$ cat config.mk
export PLATFORM = sky130hd
export DESIGN_NAME = dr_alm_pipe_flat
export DESIGN_NICKNAME = d
export VERILOG_FILES = /design/src/rtl/dr_alm_pkg.sv /design/src/rtl/dr_alm_pipe_if.sv /design/src/rtl/dr_alm_lod.sv /design/src/rtl/dr_alm_pipe.sv /design/src/flat_wrapper.sv
export SDC_FILE = /design/constraint.sdc
export NUM_CORES = 1
export LEC_CHECK = 0
export CORE_MARGIN = 1
export CORE_UTILIZATION = 49
export CTS_CLUSTER_SIZE = 14
export DETAILED_ROUTE_END_ITERATION = 10
export PLACE_DENSITY = 0.71
export SKIP_LAST_GASP = 1
export SLEW_MARGIN = 20
export SYNTH_ARGS = -nofsm -noshare
export SYNTH_HDL_FRONTEND = slang
export SYNTH_SLANG_ARGS = --single-unit
export TNS_END_PERCENT = 20
$ cat constraint.sdc
create_clock -name i_clk -period 4.8 [get_ports i_clk]
set_input_delay 0.72 -clock i_clk [delete_from_list [all_inputs] [get_ports i_clk]]
set_output_delay 0.72 -clock i_clk [all_outputs]
set_load 0.02 [all_outputs]
$ cat src/rtl/dr_alm_pkg.sv
// rtl/dr_alm_pkg.sv - shared widths, stage records and keep clamp for the DR-ALM pipe
package dr_alm_pkg;

  localparam int DR_WIDTH      = 16;
  localparam int DR_KEEP_WIDTH = 6;
  localparam int DR_TAG_WIDTH  = 4;
  localparam int K_W           = $clog2(DR_WIDTH);
  localparam int T_W           = $clog2(DR_KEEP_WIDTH + 1);

  typedef struct packed {
    logic                    sign_z;
    logic                    zero;
    logic [K_W-1:0]          k_a;
    logic [K_W-1:0]          k_b;
    logic [DR_WIDTH-1:0]     norm_a;
    logic [DR_WIDTH-1:0]     norm_b;
    logic [T_W-1:0]          t_eff;
    logic [DR_TAG_WIDTH-1:0] tag;
  } s1_t;

  typedef struct packed {
    logic                    sign_z;
    logic                    zero;
    logic [K_W:0]            sum_k;
    logic [DR_KEEP_WIDTH:0]  sum_x;
    logic [T_W-1:0]          t_eff;
    logic [DR_TAG_WIDTH-1:0] tag;
  } s2_t;

  function automatic logic [T_W-1:0] clamp_keep(input logic [T_W-1:0] keep);
    if (keep < T_W'(2)) return T_W'(2);
    if (keep > T_W'(DR_KEEP_WIDTH)) return T_W'(DR_KEEP_WIDTH);
    return keep;
  endfunction

endpackage

$ cat src/rtl/dr_alm_pipe_if.sv
// rtl/dr_alm_pipe_if.sv - operand/result handshake bundle for the DR-ALM pipe
interface dr_alm_pipe_if #(
  parameter int WIDTH      = 16,
  parameter int KEEP_WIDTH = 6,
  parameter int TAG_WIDTH  = 4
);
  logic                              i_valid;
  logic                              o_ready;
  logic [WIDTH-1:0]                  i_a;
  logic [WIDTH-1:0]                  i_b;
  logic                              i_signed;
  logic [$clog2(KEEP_WIDTH+1)-1:0]   i_keep;
  logic [TAG_WIDTH-1:0]              i_tag;
  logic                              o_valid;
  logic                              i_ready;
  logic [2*WIDTH-1:0]                o_z;
  logic [TAG_WIDTH-1:0]              o_tag;

  modport master (
    output i_valid, i_a, i_b, i_signed, i_keep, i_tag, i_ready,
    input  o_ready, o_valid, o_z, o_tag
  );

  modport slave (
    input  i_valid, i_a, i_b, i_signed, i_keep, i_tag, i_ready,
    output o_ready, o_valid, o_z, o_tag
  );
endinterface

$ cat src/rtl/dr_alm_lod.sv
// rtl/dr_alm_lod.sv - priority leading-one detector
module dr_alm_lod #(
  parameter int WIDTH = 16
) (
  input  logic [WIDTH-1:0]         x,
  output logic [$clog2(WIDTH)-1:0] k,
  output logic                     any_one
);

  // Later iterations overwrite earlier ones, so the highest set bit wins.
  always_comb begin
    k = '0;
    for (int i = 0; i < WIDTH; i++) begin
      if (x[i]) k = ($clog2(WIDTH))'(i);
    end
  end

  assign any_one = |x;

endmodule

$ cat src/rtl/dr_alm_pipe.sv
// rtl/dr_alm_pipe.sv - 3-stage dynamic-range approximate log multiplier
// DR_ALM_APPROX_SIGN_EN selects the one's-complement sign path.
module dr_alm_pipe
  import dr_alm_pkg::*;
#(
  parameter int WIDTH      = DR_WIDTH,
  parameter int KEEP_WIDTH = DR_KEEP_WIDTH,
  parameter int TAG_WIDTH  = DR_TAG_WIDTH
) (
  input  logic         i_clk,
  input  logic         i_rst_n,
  dr_alm_pipe_if.slave bus
);

  localparam int P_W = 2*WIDTH + KEEP_WIDTH + 1;

  logic               advance;
  logic               s1_valid, s2_valid;
  s1_t                s1_d, s1_q;
  s2_t                s2_d, s2_q;
  logic [WIDTH-1:0]   abs_a, abs_b;
  logic [K_W-1:0]     k_a, k_b;
  logic               any_a, any_b;
  logic [KEEP_WIDTH-1:0] mask, lsb, x_a, x_b;
  logic               carry;
  logic [KEEP_WIDTH:0] mant;
  logic [K_W:0]       final_k;
  logic [P_W-1:0]     scaled;
  logic [2*WIDTH-1:0] mag, z_d;
  logic [TAG_WIDTH-1:0] tag_d;
  logic               unused_bits;

  assign advance     = !bus.o_valid | bus.i_ready;
  assign bus.o_ready = advance;

  always_comb begin
`ifdef DR_ALM_APPROX_SIGN_EN
    abs_a = bus.i_a ^ {WIDTH{bus.i_signed & bus.i_a[WIDTH-1]}};
    abs_b = bus.i_b ^ {WIDTH{bus.i_signed & bus.i_b[WIDTH-1]}};
`else
    abs_a = (bus.i_signed & bus.i_a[WIDTH-1]) ? -bus.i_a : bus.i_a;
    abs_b = (bus.i_signed & bus.i_b[WIDTH-1]) ? -bus.i_b : bus.i_b;
`endif
  end

  dr_alm_lod #(.WIDTH(WIDTH)) u_lod_a (.x(abs_a), .k(k_a), .any_one(any_a));
  dr_alm_lod #(.WIDTH(WIDTH)) u_lod_b (.x(abs_b), .k(k_b), .any_one(any_b));

  always_comb begin
    s1_d        = '0;
    s1_d.sign_z = bus.i_signed & (bus.i_a[WIDTH-1] ^ bus.i_b[WIDTH-1]);
    s1_d.zero   = !any_a | !any_b;
    s1_d.k_a    = k_a;
    s1_d.k_b    = k_b;
    s1_d.norm_a = abs_a << (K_W'(WIDTH-1) - k_a);
    s1_d.norm_b = abs_b << (K_W'(WIDTH-1) - k_b);
    s1_d.t_eff  = clamp_keep(bus.i_keep);
    s1_d.tag    = bus.i_tag;
  end

  // Keep t_eff-1 fraction bits below the implicit one, then force a 1 just under them.
  always_comb begin
    mask = ~({KEEP_WIDTH{1'b1}} >> (s1_q.t_eff - T_W'(1)));
    lsb  = KEEP_WIDTH'(1) << (T_W'(KEEP_WIDTH) - s1_q.t_eff);
    x_a  = (s1_q.norm_a[WIDTH-2 -: KEEP_WIDTH] & mask) | lsb;
    x_b  = (s1_q.norm_b[WIDTH-2 -: KEEP_WIDTH] & mask) | lsb;
    s2_d        = '0;
    s2_d.sign_z = s1_q.sign_z;
    s2_d.zero   = s1_q.zero;
    s2_d.sum_x  = {1'b0, x_a} + {1'b0, x_b};
    s2_d.sum_k  = {1'b0, s1_q.k_a} + {1'b0, s1_q.k_b};
    s2_d.t_eff  = s1_q.t_eff;
    s2_d.tag    = s1_q.tag;
  end

  // mant carries KEEP_WIDTH fraction bits; low KEEP_WIDTH-t_eff bits are always zero.
  always_comb begin
    carry   = s2_q.sum_x[KEEP_WIDTH];
    mant    = carry ? s2_q.sum_x : {1'b1, s2_q.sum_x[KEEP_WIDTH-1:0]};
    final_k = s2_q.sum_k + (K_W+1)'(carry);
    scaled  = P_W'(mant) << final_k;
    mag     = scaled[KEEP_WIDTH +: 2*WIDTH];
    tag_d   = s2_q.tag;
    if (s2_q.zero) begin
      z_d = '0;
    end else if (s2_q.sign_z) begin
`ifdef DR_ALM_APPROX_SIGN_EN
      z_d = ~mag | {{(2*WIDTH-1){1'b0}}, 1'b1};
`else
      z_d = -mag;
`endif
    end else begin
      z_d = mag;
    end
  end

  assign unused_bits = ^{s1_q.norm_a, s1_q.norm_b, scaled, s2_q.t_eff};

  always_ff @(posedge i_clk) begin
    if (!i_rst_n) begin
      s1_valid    <= 1'b0;
      s2_valid    <= 1'b0;
      bus.o_valid <= 1'b0;
      bus.o_z     <= '0;
      bus.o_tag   <= '0;
    end else if (advance) begin
      s1_valid    <= bus.i_valid;
      s1_q        <= s1_d;
      s2_valid    <= s1_valid;
      s2_q        <= s2_d;
      bus.o_valid <= s2_valid;
      bus.o_z     <= z_d;
      bus.o_tag   <= tag_d;
    end
  end

endmodule

$ cat src/flat_wrapper.sv
// flat-port wrapper written by rule: the top's interface ports become plain ports
module dr_alm_pipe_flat import dr_alm_pkg::*;
#(
  parameter int WIDTH      = DR_WIDTH,
  parameter int KEEP_WIDTH = DR_KEEP_WIDTH,
  parameter int TAG_WIDTH  = DR_TAG_WIDTH
)
  (i_clk, i_rst_n, bus_i_valid, bus_i_a, bus_i_b, bus_i_signed, bus_i_keep, bus_i_tag, bus_i_ready, bus_o_ready, bus_o_valid, bus_o_z, bus_o_tag);
  dr_alm_pipe_if #(.WIDTH(WIDTH), .KEEP_WIDTH(KEEP_WIDTH), .TAG_WIDTH(TAG_WIDTH)) bus_i ();
  input  logic i_clk;
  input  logic i_rst_n;
  input wire logic [$bits(bus_i.i_valid)-1:0] bus_i_valid;
  input wire logic [$bits(bus_i.i_a)-1:0] bus_i_a;
  input wire logic [$bits(bus_i.i_b)-1:0] bus_i_b;
  input wire logic [$bits(bus_i.i_signed)-1:0] bus_i_signed;
  input wire logic [$bits(bus_i.i_keep)-1:0] bus_i_keep;
  input wire logic [$bits(bus_i.i_tag)-1:0] bus_i_tag;
  input wire logic [$bits(bus_i.i_ready)-1:0] bus_i_ready;
  output wire logic [$bits(bus_i.o_ready)-1:0] bus_o_ready;
  output wire logic [$bits(bus_i.o_valid)-1:0] bus_o_valid;
  output wire logic [$bits(bus_i.o_z)-1:0] bus_o_z;
  output wire logic [$bits(bus_i.o_tag)-1:0] bus_o_tag;
  assign bus_i.i_valid = bus_i_valid;
  assign bus_i.i_a = bus_i_a;
  assign bus_i.i_b = bus_i_b;
  assign bus_i.i_signed = bus_i_signed;
  assign bus_i.i_keep = bus_i_keep;
  assign bus_i.i_tag = bus_i_tag;
  assign bus_i.i_ready = bus_i_ready;
  assign bus_o_ready = bus_i.o_ready;
  assign bus_o_valid = bus_i.o_valid;
  assign bus_o_z = bus_i.o_z;
  assign bus_o_tag = bus_i.o_tag;
  dr_alm_pipe #(.WIDTH(WIDTH), .KEEP_WIDTH(KEEP_WIDTH), .TAG_WIDTH(TAG_WIDTH)) u_core (.i_clk(i_clk), .i_rst_n(i_rst_n), .bus(bus_i));
endmodule
# After elaboration in Yosys (flattened, before gate mapping)
# Index checks and enable logic that the tools add are counted.
# word_totals
word_cells	93
regBits	104
# op_classes
n_mux	41
n_reduce_logical	6
bitwise	11
shifts	5
n_lt_le_gt_ge	2
n_addsub	10
# ops
cell	count
$mux W4	28
$mux W32	2
$shl A7 B5 Y38	1
$mux W16	2
$neg A16 Y16	2
$neg A32 Y32	1
$reduce_or A16 Y1	2
$shl A16 B4 Y15	2
$and A6 B6 Y6	2
$mux W3	4
$or A6 B6 Y6	2
$sub A4 B4 Y4 const A	2
$add A6 B6 Y7	1
$not A6 Y6	1
$shl A1 B3 Y6 const A	1
$shr A6 B3 Y6 const A	1
$add A4 B4 Y5	1
$add A5 B1 Y5	1
$mux W1	5
$and A1 B1 Y1	3
$gt A3 B3 Y1 const B	1
$logic_not A1 Y1	3
$lt A3 B2 Y1 const B	1
$sub A3 B1 Y3 const B	1
other kinds (4)	5

# Depth between registers and ports, before layout
# Gate-level depths: netlist of the first run.
# depth
word_depth	19
mapped_depth	15
depth_no_buf	13

# Cells and area by module
# Synthesis of the first run repeated with hierarchy kept, for this count alone.
# unflattened
hier_cells	857
hier_area_um2	7280.7
# modules_own_cells
module	instances	cells_each	area_each_um2	seq_area_each_um2
dr_alm_pipe	1	801	6940.4	2192.1
dr_alm_lod	2	28	170.2	0.0

# Least setup slack after synthesis of the first run
# No wires, ideal clock.
# synth_path
path_type	input-to-reg
from	input port bus_i_ready
to	register u_core.s2_q, in the netlist u_core.carry (enable)
setup_ps	452
setup_slack_ps	1065
arrival_time_ps	3283
path_buffers	3
cell_stages	5
cell_sequence	nor2b_1 > clkbuf_1 > clkbuf_1 > buf_1 > nor2_1
# synth_between
elab_chain_cells	2
# synth_rtl
item	line_no	source
from (decl)	flat_wrapper.sv:18	input wire logic [$bits(bus_i.i_ready)-1:0] bus_i_ready;
$or A1 B1 Y1	dr_alm_pipe.sv:33	assign advance = !bus.o_valid | bus.i_ready;
$reduce_and A2 Y1 (no source line)	n/a	
to (signal assigned)	dr_alm_pipe.sv:110	s2_q <= s2_d;
to (decl)	dr_alm_pipe.sv:20	s2_t s2_d, s2_q;
# No other way between the ends.
# A chain may end at the register's enable or synchronous reset.

==> results of run 1 <==
## worst reg2reg max path, delay by kind of cell, from the launching register on
kind,cells,cell delay (ps)
AO/OA/AOI/OAI,4,1340
adder cells (fa/ha/maj),2,940
multiplexers,2,810
AND/OR/NAND/NOR,2,470
flip-flops,1,370
XOR/XNOR,1,150
## sequential cells by signal (all words and copies together), names as in the netlist
signal,cells
u_core.bus.o_tag,4
u_core.bus.o_valid,1
u_core.bus.o_z,32
u_core.carry,1
u_core.s1_q,29
u_core.s1_valid,1
u_core.s2_q,13
u_core.s2_valid,1
u_core.tag_d,4
## logic make-up (layout without fill, tap and decap cells)
group / after synthesis / count (layout) / synth area share, %
and+or+nand+nor: 316 / 316 / 20.7
AOI/OAI and AO/OA: 274 / 274 / 24.6
xor gates and xnor gates: 76 / 76 / 8.51
adders and majority gates: 23 / 23 / 3.87
DFF: 86 / 86 / 28.0
muxes: 63 / 63 / 8.61
buffers and inverters: 106 / 178 / 5.62
## where the power goes
part           switching [mW]  total (mW)  internal, mW
Sequential             0.0611       0.951         0.890
Clock                   0.296       0.652         0.357
Combinational           0.888        1.50         0.608
Total                    1.24        3.10          1.86
## per-layer routing
metal,share of wire [%],track usage [%],up-vias
li1,-,-,3662
met2,47,40.5,257
met3,4.7,2.37,43
met5,0,0,-
met4,2.9,10.4,0
met1,45,31.4,3373
## synthesized netlist by cell type, drive strengths merged (6+ instances only)
| cell type | n |
|---|---|
| a211oi | 8 |
| a21o | 10 |
| a21oi | 52 |
| a221oi | 9 |
| a22o | 12 |
| a22oi | 14 |
| a31oi | 20 |
| a41oi | 6 |
| and2 | 15 |
| and3 | 7 |
| buf | 17 |
| clkbuf | 42 |
| dfxtp | 39 |
| edfxtp | 47 |
| ha | 21 |
| inv | 45 |
| mux2 | 14 |
| mux2i | 47 |
| nand2 | 90 |
| nand2b | 14 |
| nand3 | 33 |
| nand3b | 6 |
| nand4 | 7 |
| nor2 | 68 |
| nor2b | 6 |
| nor3 | 24 |
| o211ai | 8 |
| o21ai | 55 |
| o221ai | 7 |
| o311ai | 7 |
| o31ai | 10 |
| o32ai | 6 |
| o41ai | 7 |
| or3 | 7 |
| or4 | 6 |
| xnor2 | 46 |
| xor2 | 30 |
## final timing paths
path                       start                  to  slack, ps  cells past startpoint
setup / recovery      bus_i_a[1]     u_core.s1_q[35]        580                     12
hold / removal    u_core.s1_q[1]     u_core.tag_d[1]        420                      0
hold reg to reg   u_core.s1_q[1]     u_core.tag_d[1]        420                      0
setup reg to reg    u_core.carry  u_core.bus.o_z[29]        600                     11
## layout make-up
type / count / area [sq um]
clock buffer: 9 / 225
inverter: 47 / 176
tap: 211 / 264
fill: 1367 / 6190
timing repair buffer: 115 / 1070
sequential: 86 / 2190
clock inverter: 7 / 55.1
multi-input combinational: 752 / 5200
==> impl_metrics.json, run 1 <==
{
  "status": "finished, final reports clean",
  "p_leak_nw": 3.51,
  "syn_inst": 944,
  "grt_max_degree": 35,
  "dp_cells": 1211,
  "seq_area_frac_synth_pct": 28.0,
  "num_io_pins": 82,
  "avgSynthCellArea_sq_um": 8.28,
  "power_mw": 3.10,
  "worst_pin_slew_ps": 983,
  "dp_hpwl_um": 14800,
  "synth_cell_types": 86,
  "place_congestion": 0.949,
  "yosys.area.top_type": "edfxtp_1",
  "grt_pass1_wl_um": 32400,
  "remaining_drc_errors": 0,
  "crit_fanout": 8,
  "antenna_found_initial": 0,
  "start_kind": "primary input",
  "nNetsFinal": 1078,
  "dieWidth_um": 128,
  "vias_per_cell": 5.98,
  "slew_headroom_pct": 34.0,
  "synth.top_cell.area_share_pct": 18.0,
  "cpPeakStageDelay_ps": 530,
  "fin_ws_ps": 581,
  "cp_common_cell": "mux2i_1",
  "synth_nets": 1011,
  "synth-edff-count": 47,
  "synth.area.top_cells": "edfxtp_1 18%, dfxtp_1 10%, mux2i_1 6.0%",
  "synth_ff_type": "edfxtp_1",
  "cts_hold_buf": 0,
  "required_ps": 4870,
  "clk_path_buf_depth": 2,
  "firstDrtPassIters": 5,
  "synthArstFlopShare_pct": 0,
  "drtAntennaViolNets": 0,
  "design_area_sq_mm": 0.00918,
  "tns_ps": 0,
  "slew_viol_final": 0,
  "rows": 45,
  "min_period_over_period_pct": 87.9,
  "ys_ff_latch": 86,
  "io_buffer_count": 81,
  "htree_levels": 3,
  "finalClockSkew_ps": 7.19,
  "vdd_drop_max_v": 0.000197,
  "drt-initial-drc-count": 542,
  "layout_commonest_cell": "nand2_1",
  "avgRoutedWirePerCell_um": 15.7,
  "syn_area_sq_mm": 0.00782,
  "slowest_stage": "or4b_4",
  "cts_num_sinks": 86,
  "worstSkewPairLatency_ps": 340,
  "rsz0062_at_grt": "false",
  "critPathKind": "in -> reg",
  "core_sq_mm": 0.0154,
  "cts_root_buf": "clkbuf_16",
  "post-route-min-period_ps": 4220,
  "cap_violations": 0,
  "fin_cells": 1227,
  "cp_top_family": "compound AO/OA/AOI/OAI gates",
  "drive_gt1_share_pct": 9.06,
  "track_usage_pct": 24.1,
  "hold_path_class": "reg -> reg",
  "power-per-cell-area_mw_per_mm2": 338,
  "area_delta_synth_final_pct": 17.4,
  "clk_pin_slew_worst_paths_ps": 70,
  "dpl_cell_area_sq_mm": 0.00890,
  "mostFrequentLayoutCells": "90 x nand2_1, 81 x clkdlybuf4s50_1, 64 x nor2_1",
  "dieArea_sq_mm": 0.0165,
  "overflow": 0,
  "vias": 7335,
  "cp_num_buf_inv": 2,
  "wl_um": 19200,
  "initial_utilization_pct": 50.9,
  "place_ws_ps": 279,
  "end_kind": "flop",
  "arrival_ps": 4290,
  "ys_warn_count": 0,
  "numCtsBuffers": 9,
  "fin_hold_ws_ps": 422,
  "hold_violations": 0,
  "cts_tree": "built",
  "cts_setup_buffers": 0,
  "die_y_um": 128,
  "setup_viol": 0,
  "cp_cell_sequence": "clkdlybuf4s50_1 -> inv_1 -> ha_1 -> or4b_4 -> o31ai_1 -> xnor2_1 -> o211ai_1 -> o21ai_2 -> mux2i_1 -> mux2i_1 -> a21oi_1 -> or4_1",
  "post-route-util_pct": 59.7,
  "first_global_vias": 6671,
  "fmaxAchievable_mhz": 237,
  "n_antenna_cell": 0,
  "cts-resized-gates": 0
}
Note: power is estimated with default switching activity, not from simulation.
==> inputs of run 2 (changes only) <==
--- a/config.mk
+++ b/config.mk
@@ -5,10 +5,12 @@
 export SDC_FILE = /design/constraint.sdc
 export NUM_CORES = 1
 export LEC_CHECK = 0
+export ABC_CLOCK_PERIOD_IN_PS = 4800
 export CORE_MARGIN = 1
 export CORE_UTILIZATION = 49
 export CTS_CLUSTER_SIZE = 14
 export DETAILED_ROUTE_END_ITERATION = 10
+export GPL_ROUTABILITY_DRIVEN = 0
 export PLACE_DENSITY = 0.71
 export SKIP_LAST_GASP = 1
 export SLEW_MARGIN = 20
==> run 2 against run 1 <==
  * Hold slack about the same
  * Clock skew increased by 1.3 ps
  * Clock power increased by 9.2%
  * Utilization decreased by 0.19 points
  * Via count increased by 0.38%
  * Flip-flop and latch count unchanged
  * Clock-buffer cell count increased by 1
  * Worst setup slack improved by 5.1 ps
  * Critical path type unchanged
  * Largest power group unchanged
==> impl_metrics.json, run 2 (synthesized netlist as in run 1, its figures left out) <==
{
  "status": "finished, final reports clean",
  "track_usage_pct": 24.0,
  "hold_path_class": "reg -> reg",
  "cts-resized-gates": 0,
  "area_delta_synth_final_pct": 17.0,
  "num_io_pins": 82,
  "crit_fanout": 13,
  "slew_headroom_pct": 31.6,
  "dieArea_sq_mm": 0.0165,
  "start_kind": "primary input",
  "wl_um": 19200,
  "rsz0062_at_grt": "false",
  "first_global_vias": 6686,
  "numCtsBuffers": 9,
  "initial_utilization_pct": 50.9,
  "layout_commonest_cell": "nand2_1",
  "fmaxAchievable_mhz": 237,
  "die_y_um": 128,
  "arrival_ps": 4300,
  "cts_tree": "built",
  "drt-initial-drc-count": 584,
  "firstDrtPassIters": 5,
  "cap_violations": 0,
  "worstSkewPairLatency_ps": 350,
  "dp_hpwl_um": 14700,
  "tns_ps": 0,
  "core_sq_mm": 0.0154,
  "antenna_found_initial": 0,
  "hold_violations": 0,
  "dpl_cell_area_sq_mm": 0.00884,
  "vias": 7363,
  "htree_levels": 3,
  "drive_gt1_share_pct": 8.34,
  "overflow": 0,
  "place_ws_ps": 277,
  "end_kind": "flop",
  "power-per-cell-area_mw_per_mm2": 345,
  "min_period_over_period_pct": 87.8,
  "mostFrequentLayoutCells": "90 x nand2_1, 81 x clkdlybuf4s50_1, 64 x nor2_1",
  "nNetsFinal": 1069,
  "grt_pass1_wl_um": 32300,
  "dieWidth_um": 128,
  "n_antenna_cell": 0,
  "largest_reg_flops": 32,
  "post-route-min-period_ps": 4210,
  "largest-register": "u_core.bus.o_z",
  "vdd_drop_max_v": 0.000187,
  "clk_path_buf_depth": 2,
  "avgRoutedWirePerCell_um": 15.8,
  "nFillCells": 1393,
  "critPathKind": "in -> reg",
  "grt_max_degree": 35,
  "slew_viol_final": 0,
  "remaining_drc_errors": 0,
  "rows": 45,
  "p_leak_nw": 3.48,
  "reg_top3": "u_core.bus.o_z: 32 flops, u_core.s1_q: 29 flops, u_core.s2_q: 13 flops",
  "cts_num_sinks": 86,
  "worst_pin_slew_ps": 1020,
  "io_buffer_count": 81,
  "finalClockSkew_ps": 8.44,
  "clk_pin_slew_worst_paths_ps": 70,
  "setup_viol": 0,
  "vias_per_cell": 6.05,
  "cts_root_buf": "clkbuf_16",
  "design_area_sq_mm": 0.00915,
  "cts_setup_buffers": 0,
  "fin_ws_ps": 586,
  "cts_hold_buf": 0,
  "drtAntennaViolNets": 0,
  "required_ps": 4880
}
## run 2: cell count changes in the layout (fill, tap and decap cells not counted), sizes merged
cell	delta
clkinvlp	+1
clkbuf	+1
buf	-9
clkinv	-4
inv	+2
## run 2: area by class of cell
cell class                 instances  area [sq um]  share of cell area [%]
timing repair buffer             106          1010                    11.0
sequential                        86          2190                    24.0
clock buffer                      10           250                    2.73
multi-input combinational        752          5200                    56.8
tap                              211           264                    2.88
clock inverter                     6          56.3                   0.615
inverter                          47           176                    1.93
## run 2: worst paths after layout
check / to / cells after the start / startpoint / slack (ps)
worst max-delay path: u_core.s1_q[35] / 12 / bus_i_a[1] / 590
worst min-delay path: u_core.tag_d[2] / 0 / u_core.s1_q[2] / 420
worst max register to register: u_core.bus.o_z[29] / 11 / u_core.carry / 630
worst min register to register: u_core.tag_d[2] / 0 / u_core.s1_q[2] / 420
## run 2: metrics by stage
step | cells | utilization, % | total power, mW | hold WS (ps)
2_1_floorplan | 944 | - | 2.03 | 400
6_report | 1218 | 59.5 | 3.16 | 421
5_1_grt | 1218 | 59.5 | 3.35 | 429
4_1_cts | 1218 | 59.5 | 3.16 | 424
3_5_place_dp | 1202 | 57.5 | 2.44 | 406
3_3_place_gp | 1202 | 57.5 | 2.42 | 404
## run 2: power breakdown
part           switching (mW)  total (mW)  leakage [nW]  internal (mW)
clock network           0.317       0.712         0.149          0.395
registers              0.0594       0.949         0.768          0.889
logic                   0.894        1.50          2.56          0.605
total                    1.27        3.16          3.48           1.89
## run 2: critical path: stages
cell and delay [ps]:
clkdlybuf4s50_1 510, inv_1 90, ha_1 240, nor4b_1 520, a21oi_1 210, xnor2_1 420, o221ai_1 250, a21oi_1 360
nor2_2 80, inv_2 200, a311oi_1 140, or4_1 550
## run 2: metal layers
| metal | vias to the layer above | part of all wire [%] | wire length, um | track usage [%] |
|---|---|---|---|---|
| li1 | 3637 | - | - | - |
| met1 | 3383 | 44 | 8430 | 30.4 |
| met2 | 294 | 48 | 9250 | 40.7 |
| met3 | 49 | 4.9 | 942 | 2.91 |
| met4 | 0 | 3.1 | 594 | 11.2 |
| met5 | - | 0 | 0 | 0 |
==> inputs of run 3 (changes only) <==
--- a/config.mk
+++ b/config.mk
@@ -5,7 +5,7 @@
 export SDC_FILE = /design/constraint.sdc
 export NUM_CORES = 1
 export LEC_CHECK = 0
-export ABC_CLOCK_PERIOD_IN_PS = 4800
+export ABC_CLOCK_PERIOD_IN_PS = 4080
 export CORE_MARGIN = 1
 export CORE_UTILIZATION = 49
 export CTS_CLUSTER_SIZE = 14
==> constraint.sdc (replaced) <==
create_clock -name i_clk -period 4.08 [get_ports i_clk]
set_input_delay 0.612 -clock i_clk [delete_from_list [all_inputs] [get_ports i_clk]]
set_output_delay 0.612 -clock i_clk [all_outputs]
set_load 0.02 [all_outputs]
==> run 3 against run 2 <==
  * Hold slack worse by 1.6 ps
  * Register-to-register slack worse by 450 ps
  * Via count up 3.0%
  * Sequential power up 18%
  * Critical path type is now reg -> reg
  * Highest routed layer unchanged
==> impl_metrics.json, run 3 (synthesized netlist as in run 1, its figures left out) <==
{
  "antenna_found_initial": 0,
  "track_usage_pct": 24.1,
  "first_global_vias": 6974,
  "min_to": "u_core.tag_d[0]",
  "dieArea_sq_mm": 0.0165,
  "place_ws_ps": -7.32,
  "avgRoutedWirePerCell_um": 15.5,
  "io_buffer_count": 81,
  "rows": 45,
  "arrival_ps": 4110,
  "cts_num_sinks": 86,
  "crit_fanout": 8,
  "cap_violations": 0,
  "drtAntennaViolNets": 0,
  "hold_path_class": "reg -> reg",
  "wl_um": 19700,
  "reg2reg_from": "u_core.carry",
  "worstSkewPairLatency_ps": 340,
  "drive_gt1_share_pct": 13.4,
  "startpoint": "u_core.carry",
  "n_antenna_cell": 0,
  "dieWidth_um": 128,
  "whs_path_depth": 0,
  "clk_path_buf_depth": 2,
  "reg_top3": "u_core.bus.o_z: 32 flops, u_core.s1_q: 29 flops, u_core.s2_q: 13 flops",
  "htree_levels": 3,
  "remaining_drc_errors": 0,
  "power.switching_mw": 1.48,
  "post-route-min-period_ps": 3900,
  "core_sq_mm": 0.0154,
  "cp_common_cell": "mux2_2",
  "drt-initial-drc-count": 599,
  "p_leak_nw": 3.75,
  "clk_pin_slew_worst_paths_ps": 70,
  "area_delta_synth_final_pct": 22.1,
  "cpPeakStageDelay_ps": 520,
  "cp_cell_sequence": "ha_1 -> ha_2 -> mux2_2 -> a211o_1 -> mux2_2 -> a221oi_2 -> and2b_1 -> nand4_2 -> o41ai_2 -> xor2_1 -> o21ai_1",
  "clkPwrFrac_pct": 20.6,
  "rrSetupSlack_ps": 180,
  "mostFrequentLayoutCells": "90 x nand2_1, 81 x clkdlybuf4s50_1, 81 x buf_4",
  "finalClockSkew_ps": 9.99,
  "numCtsBuffers": 9,
  "critPathKind": "reg -> reg",
  "firstDrtPassIters": 5,
  "slowest_stage": "o41ai_2",
  "combPwrFrac_pct": 49.3,
  "fmaxAchievable_mhz": 256,
  "end_kind": "flop",
  "nNetsFinal": 1125,
  "setup_viol": 0,
  "min_period_over_period_pct": 95.6,
  "tns_ps": 0,
  "start_kind": "flop",
  "initial_utilization_pct": 50.9,
  "cts_setup_buffers": 0,
  "layout_commonest_cell": "nand2_1",
  "vias": 7583,
  "hold_violations": 0,
  "rsz0062_at_grt": "true",
  "reg2reg_depth": 11,
  "status": "finished, final reports clean",
  "slew_viol_final": 0,
  "vdd_drop_max_v": 0.000248,
  "holdCritStartpoint": "u_core.s1_q[0]",
  "num_io_pins": 82,
  "largest_reg_flops": 32,
  "die_y_um": 128,
  "fin_ws_ps": 179,
  "cp_num_buf_inv": 0,
  "p_seq_share_pct": 30.1,
  "p_sw_share_pct": 39.7,
  "cp_top_family": "compound AO/OA/AOI/OAI gates",
  "required_ps": 4290,
  "power-per-cell-area_mw_per_mm2": 390,
  "largest-register": "u_core.bus.o_z",
  "dp_hpwl_um": 15200,
  "vias_per_cell": 5.95,
  "rr_endpoint": "u_core.bus.o_z[25]",
  "intPower_mw": 2.25,
  "grt_pass1_wl_um": 32400,
  "slew_headroom_pct": 41.5,
  "worst_pin_slew_ps": 872,
  "cts_tree": "built",
  "cts_root_buf": "clkbuf_16",
  "grt_max_degree": 35,
  "overflow": 0
}
[run 3: metal layers]
layer  GRT usage, %  routed length [um]
met1           29.5                8630
met2           42.6                9620
met3           3.12                 929
met4           9.83                 521
met5              0                   0
[run 3: worst register-to-register path, stage by stage (launching register included)]
cell      delay, ps
edfxtp_1        360
ha_1            290
ha_2            450
mux2_2          370
a211o_1         310
mux2_2          360
a221oi_2        350
and2b_1         250
nand4_2         270
o41ai_2         520
xor2_1          180
o21ai_1          70
[run 3: worst max path at each step]
stage | to | slack [ps] | depth (start not counted)
floorplan | u_core.carry | 450 | 5
global placement | u_core.s1_q[21] | 110 | 12
detailed placement | u_core.s1_q[34] | -7 | 13
CTS | u_core.bus.o_z[29] | 130 | 12
global route | u_core.bus.o_z[29] | -40 | 12
finish | u_core.bus.o_z[25] | 180 | 11
[run 3: repair_timing]
item | in CTS | in global routing
gates resized for setup | 0 | 3
endpoints found under the setup margin | 0 | 6
hold buffers | 0 | 0
[run 3: power by group through the flow]
stage	combinational (mW)	sequential (mW)	clock, mW
detailed placement	1.79	1.14	0
finish	1.83	1.12	0.768
global route	2.00	1.13	0.820
global placement	1.77	1.14	0
CTS	1.80	1.12	0.781
floorplan	1.21	1.17	0
[run 3: area by class of cell]
cell class,count,area (sq um)
clock buffers,10,239
inverters,47,176
fillers,1359,5820
flip-flops and latches,86,2190
clock inverters,6,41.3
repair buffers,162,1420
well taps,211,264
multi-input cells,752,5220
[run 3: per-stage QoR]
step	util [%]	hold slack, ps	cells	instance area (sq um)	power [mW]
5_1_grt	62.1	429	1274	9550	3.96
6_report	62.1	420	1274	9550	3.72
3_5_place_dp	60.2	405	1258	9250	2.93
4_1_cts	62.0	421	1274	9530	3.70
3_3_place_gp	60.2	405	1258	9250	2.91
2_1_floorplan	-	400	944	7820	2.38
